### config.mk
export PLATFORM = sky130hd
export DESIGN_NAME = dense_neuron_engine
export DESIGN_NICKNAME = d
export VERILOG_FILES = /design/src/rtl/dense_pkg.sv /design/src/rtl/dense_requant.sv /design/src/rtl/dense_neuron_engine.sv
export SDC_FILE = /design/constraint.sdc
export NUM_CORES = 2
export LEC_CHECK = 0
export CELL_PAD_IN_SITES_DETAIL_PLACEMENT = 1
export CELL_PAD_IN_SITES_GLOBAL_PLACEMENT = 1
export CORE_MARGIN = 8
export CORE_UTILIZATION = 50
export CTS_CLUSTER_SIZE = 8
export DETAILED_ROUTE_END_ITERATION = 6
export PLACE_DENSITY = 0.83
export SETUP_SLACK_MARGIN = 0.1
export SYNTH_ARGS = -nofsm -noshare
export SYNTH_HDL_FRONTEND = slang
export SYNTH_SLANG_ARGS = --single-unit
### constraint.sdc
create_clock -name i_clk -period 11.5 [get_ports i_clk]
set_input_delay 2.3 -clock i_clk [delete_from_list [all_inputs] [get_ports i_clk]]
set_output_delay 2.3 -clock i_clk [all_outputs]
set_load 0.005 [all_outputs]
### src/rtl/dense_pkg.sv
// Shared types, widths and FSM state encoding for the dense neuron MAC/requantize engine.
package dense_pkg;

  localparam int unsigned ACC_W      = 32;
  localparam int unsigned ROUND_BASE = 31;

  typedef logic signed [7:0]       act_t;
  typedef logic signed [15:0]      diff_t;
  typedef logic signed [ACC_W-1:0] acc_t;
  typedef logic signed [63:0]      prod64_t;

  typedef enum logic [1:0] {
    ACCUM,
    MUL,
    RND,
    OUT
  } dense_state_e;

endpackage

### src/rtl/dense_requant.sv
// Combinational ReLU, 64-bit requant multiply, rounding shift and output zero-point add.
// DENSE_SATURATE_EN clamps the 16-bit result to int8 instead of truncating it.
module dense_requant
  import dense_pkg::*;
#(
  parameter int MAX_SHIFT = 30
) (
  input  acc_t               acc_f,
  input  logic               linear,
  input  logic signed [31:0] mult,
  input  logic signed [31:0] shift,
  input  prod64_t            p64,
  input  act_t               output_zp,
  output prod64_t            product_c,
  output act_t               data_c
);

  acc_t       relu;
  logic [5:0] sh;
  logic [5:0] ts;
  prod64_t    rnd;
  diff_t      s16;
  diff_t      o16;

  // Multiply stage feeds the MUL register in the parent.
  always_comb begin
    relu      = (!linear && (acc_f < 0)) ? '0 : acc_f;
    product_c = prod64_t'(relu) * prod64_t'(mult);
  end

  // Out-of-range shifts are pinned into the legal window so the shifter never sees a bad amount.
  always_comb begin
    if (shift < 0) begin
      sh = 6'd0;
    end else if (shift > MAX_SHIFT) begin
      sh = 6'(MAX_SHIFT);
    end else begin
      sh = 6'(shift);
    end
    ts  = 6'(ROUND_BASE) - sh;
    rnd = prod64_t'(1) << (ts - 6'd1);
    s16 = diff_t'((p64 + rnd) >>> ts);
    o16 = s16 + diff_t'(output_zp);
`ifdef DENSE_SATURATE_EN
    if (o16 > 16'sd127) begin
      data_c = act_t'(127);
    end else if (o16 < -16'sd128) begin
      data_c = act_t'(-128);
    end else begin
      data_c = act_t'(o16);
    end
`else
    data_c = act_t'(o16);
`endif
  end

endmodule

### src/rtl/dense_neuron_engine.sv
// Streams int8 activation/weight pairs into a zero-point-corrected MAC and emits one requantized int8.
// Optional DENSE_SATURATE_EN selects int8 clamping in the requant stage.
module dense_neuron_engine
  import dense_pkg::*;
#(
  parameter int MAX_SHIFT = 30
) (
  input  logic               i_clk,
  input  logic               i_rst,
  input  logic signed [7:0]  i_input_zp,
  input  logic signed [7:0]  i_filter_zp,
  input  logic signed [7:0]  i_output_zp,
  input  logic signed [31:0] i_quant_mult,
  input  logic signed [31:0] i_quant_shift,
  input  logic               i_linear,
  input  logic signed [31:0] i_bias,
  input  logic               i_valid,
  output logic               o_ready,
  input  logic signed [7:0]  i_act,
  input  logic signed [7:0]  i_wgt,
  input  logic               i_last,
  output logic               o_valid,
  input  logic               i_ready,
  output logic signed [7:0]  o_data,
  output logic               o_busy
);

  dense_state_e state;
  acc_t         acc;
  prod64_t      p64;

  diff_t   act_diff;
  diff_t   wgt_diff;
  acc_t    prod;
  acc_t    acc_sum;
  acc_t    acc_fin;
  logic    accept;
  prod64_t product_c;
  act_t    data_c;

  // Zero-point-corrected product and running sums for the current beat.
  always_comb begin
    act_diff = diff_t'(i_act) - diff_t'(i_input_zp);
    wgt_diff = diff_t'(i_wgt) - diff_t'(i_filter_zp);
    prod     = acc_t'(act_diff) * acc_t'(wgt_diff);
    acc_sum  = acc + prod;
    acc_fin  = acc_sum + i_bias;
    accept   = i_valid && o_ready && (state == ACCUM);
  end

  // acc holds acc_f once the last beat lands, so the requant multiply reads it directly.
  dense_requant #(
    .MAX_SHIFT(MAX_SHIFT)
  ) u_requant (
    .acc_f    (acc),
    .linear   (i_linear),
    .mult     (i_quant_mult),
    .shift    (i_quant_shift),
    .p64      (p64),
    .output_zp(i_output_zp),
    .product_c(product_c),
    .data_c   (data_c)
  );

  always_ff @(posedge i_clk or posedge i_rst) begin
    if (i_rst) begin
      state   <= ACCUM;
      acc     <= '0;
      p64     <= '0;
      o_data  <= '0;
      o_valid <= 1'b0;
      o_ready <= 1'b0;
      o_busy  <= 1'b0;
    end else begin
      case (state)
        ACCUM: begin
          o_ready <= 1'b1;
          if (accept) begin
            if (i_last) begin
              acc     <= acc_fin;
              state   <= MUL;
              o_ready <= 1'b0;
              o_busy  <= 1'b1;
            end else begin
              acc    <= acc_sum;
              o_busy <= (acc_sum != '0);
            end
          end
        end
        MUL: begin
          p64   <= product_c;
          state <= RND;
        end
        RND: begin
          o_data  <= data_c;
          o_valid <= 1'b1;
          state   <= OUT;
        end
        OUT: begin
          if (i_ready) begin
            o_valid <= 1'b0;
            o_ready <= 1'b1;
            o_busy  <= 1'b0;
            acc     <= '0;
            state   <= ACCUM;
          end
        end
        default: state <= ACCUM;
      endcase
    end
  end

endmodule

==> impl_metrics.toml <==
[clock_network]
cts_inserted_buffers = 9
worst_setup_hold_path_clk_slew_ns = 0.08
cts_tree = "yes"
root_buffer = "sky130_fd_sc_hd__clkbuf_16"
cts_buffer_depth = 2
cts_hold_buffers = 0
clock-sinks = 84
worstSkewPairLatency_ns = 0.39
ctsHtreeMaxLevel = 3

[floorplan]
design.core.area_mm2 = 0.0771
io_pins = 153
chipHeight_um = 294
start_util_pct = 50.3
placementRows = 102
die_x_um = 294
dieArea_mm2 = 0.0867

[worst_setup_path]
cpMaxStageDelayCell = "sky130_fd_sc_hd__fa_1"
reg2reg_from = "acc[31]"
worst_r2r_path_depth = 29
worst_ep_required_time_ns = 11.75
setup_crit_path_kind = "input port to flip-flop"
register_to_register_setup_slack_ns = 2.65
cp_data_arrival_time_ns = 11.26
worstPathMaxFanout = 8
timing.critical_path.from_type = "input port"
rr_endpoint = "p64[37]"
crit_path_end_kind = "flip-flop"
worst_path_largest_cell_delay_ns = 0.52
cpMostUsedCell = "sky130_fd_sc_hd__fa_1"

[global_routing]
grt_use_met3_pct = 5.49
gr-usage-all-layers_pct = 30.1
grt_remaining_overflow = 0
largest_net_degree_at_the_start_of_global_routing = 50
vias_in_the_first_global_route = 37300
number_of_antenna_violations_at_the_first_check_in_global_routing = 7
globalRoute.busiestLayer = "met2"
globalRouteMet1Util_pct = 35.8
use_met2_pct = 52.4
first_pass_grt_wire_length_um = 205000

[detailed_routing]
drt_drc_violations_left = 0
num_vias = 33100
vias_per_cell = 5.76
drt_iter0_markers = 2049
wl_per_cell_um = 22.6
drtPass1Iterations = 5
routed_wl_um = 130000
antenna_violating_nets_post_route = 0

[synth]
ys_async_sr_fraction_pct = 100
number_of_flops_mapped_to_enable_cells_by_yosys = 0
synth.top_cell.area_share_pct = 39.4
yosys_most_used_dff = "sky130_fd_sc_hd__dfrtp_1"
seq_area_frac_synth_pct = 5.42
netlist_area_mm2 = 0.0388
yosys.area.top_type = "sky130_fd_sc_hd__fa_1"
synthesis.area_per_instance_um2 = 8.30
synth_seq_cells = 84
synth.top_cells.by_area = "sky130_fd_sc_hd__fa_1 (39%), sky130_fd_sc_hd__ha_1 (11%), sky130_fd_sc_hd__inv_1 (9.8%)"
synth-warning-count = 0
synth_cell_type_count = 96
netlist_instances = 4667

[min_path]
min-delay-start = "p64[17]"
holdPathStages = 1
hold_end = "p64[17]"
worst_hold_path_type = "flip-flop to flip-flop"

[sta]
unrepaired_setup_endpoints_after_global_routing = "true"
final_min_period_over_clock_period_pct = 95.7
finalWorstPathRequiredPeriod_ns = 11.01
slew_violations = 0
setup_ws_ns = 0.489
worst-slew-pin-transition_ns = 1.19
hold_viol_final = 0
setup_violating_endpoint_count_in_the_final_report = 0
slew_headroom_pct = 20.5
skew_ns = 0.0136
fmax_ghz = 0.0908

[final_layout]
mostFrequentLayoutCells = "sky130_fd_sc_hd__inv_1 (1005), sky130_fd_sc_hd__fa_1 (760), sky130_fd_sc_hd__nand2_1 (735)"
num-fill-cells = 9303
layout_commonest_cell = "sky130_fd_sc_hd__inv_1"
fin_nets = 5936
area_growth_pct = 8.76
drive_above_1_share_pct = 6.38

[place]
input_output_buffers = 152
detailedPlacementHpwl_um = 110000
pre_cts_slack_ns = -0.310
gp_congestion = 0.960

[run]
cap_viol_max_count = 0

[status]
outcome = "finished clean"
-- worst max-delay path: cells and delay by family --
| kind | cells | cell delay, ns |
|---|---|---|
| buffers and inverters | 8 | 1.12 |
| adders and majority gates | 9 | 3.42 |
| xor gates and xnor gates | 2 | 0.25 |
| and+or+nand+nor | 6 | 1.42 |
| AOI/OAI and AO/OA | 16 | 2.73 |
-- state kept, by name, summed over array words and instances (netlist names) --
name	flops
acc	32
o_busy	1
o_data	8
o_ready	1
o_valid	1
p64	39
state	2
-- kinds of logic after synthesis --
group           share of synthesized area (%)
other cells                           0.00968
flops                                    5.42
compound gates                           10.1
buf+inv                                  13.0
mux                                      2.21
simple gates                             16.3
fa+ha+maj                                50.1
xor+xnor                                 2.89
-- synth_stat cells (14+ instances only) --
master and instances:
sky130_fd_sc_hd__a211oi_1 32, sky130_fd_sc_hd__a21o_1 67, sky130_fd_sc_hd__a21oi_1 180, sky130_fd_sc_hd__a31oi_1 22, sky130_fd_sc_hd__and2_1 45, sky130_fd_sc_hd__and3_1 187
sky130_fd_sc_hd__clkbuf_1 274, sky130_fd_sc_hd__dfrtp_1 84, sky130_fd_sc_hd__fa_1 763, sky130_fd_sc_hd__ha_1 332, sky130_fd_sc_hd__inv_1 1007, sky130_fd_sc_hd__mux2_2 38
sky130_fd_sc_hd__mux2i_1 34, sky130_fd_sc_hd__nand2_1 735, sky130_fd_sc_hd__nand2b_1 46, sky130_fd_sc_hd__nand3_1 50, sky130_fd_sc_hd__nand4_1 22, sky130_fd_sc_hd__nor2_1 156
sky130_fd_sc_hd__nor2b_1 14, sky130_fd_sc_hd__nor3_1 53, sky130_fd_sc_hd__nor4_1 19, sky130_fd_sc_hd__o211ai_1 21, sky130_fd_sc_hd__o21a_1 25, sky130_fd_sc_hd__o21ai_0 109
sky130_fd_sc_hd__o21bai_1 24, sky130_fd_sc_hd__o31ai_1 16, sky130_fd_sc_hd__xnor2_1 89, sky130_fd_sc_hd__xor2_1 39
-- final cells by class --
class / count / area, um2 / area share (%)
multi-input combinational: 3281 / 31800 / 75.6
sequential: 84 / 2100 / 4.99
antenna: 5 / 12.5 / 0.0297
tap: 1040 / 1300 / 3.09
inverter: 1007 / 3780 / 8.97
clock buffer: 10 / 239 / 0.567
timing repair buffer: 316 / 2810 / 6.68
clock inverter: 6 / 46.3 / 0.110
-- repair_timing --
action                                  in CTS  in global routing
resized for setup                            0                 43
endpoints found under the setup margin       0                  9
setup buffers                                0                  1
-- through the flow --
stage / utilization [%] / hold WS (ns) / cell area [um2] / std cells / TNS (ns)
after floorplan: - / 0.458 / 38800 / 4674 / 0
after global placement: 54.0 / 0.472 / 41700 / 5727 / 0
after detailed placement: 54.0 / 0.480 / 41700 / 5727 / -1.08
after CTS: 54.4 / 0.498 / 41900 / 5743 / 0
after global routing: 54.7 / 0.520 / 42100 / 5746 / 0
final: 54.7 / 0.500 / 42100 / 5749 / 0
-- worst max path at each step --
| stage | start | endpoint | depth (start not counted) |
|---|---|---|---|
| 3_5_place_dp | i_input_zp[0] | acc[31] | 41 |
| 5_1_grt | i_filter_zp[0] | acc[31] | 40 |
| 3_3_place_gp | i_input_zp[0] | acc[31] | 39 |
| 2_1_floorplan | i_act[0] | acc[31] | 39 |
| 4_1_cts | i_input_zp[0] | acc[31] | 41 |
| 6_report | i_filter_zp[0] | acc[31] | 41 |
-- routing by layer --
| layer | vias to the layer above | share of wire (%) |
|---|---|---|
| met2 | 1254 | 50 |
| li1 | 14500 | - |
| met4 | 6 | 5.3 |
| met1 | 17000 | 39 |
| met3 | 408 | 6.6 |
| met5 | - | 0.029 |
Power is left out: the tool's default activity adds up to more than one toggle a clock period on the data nets, which glitch-free logic cannot reach.
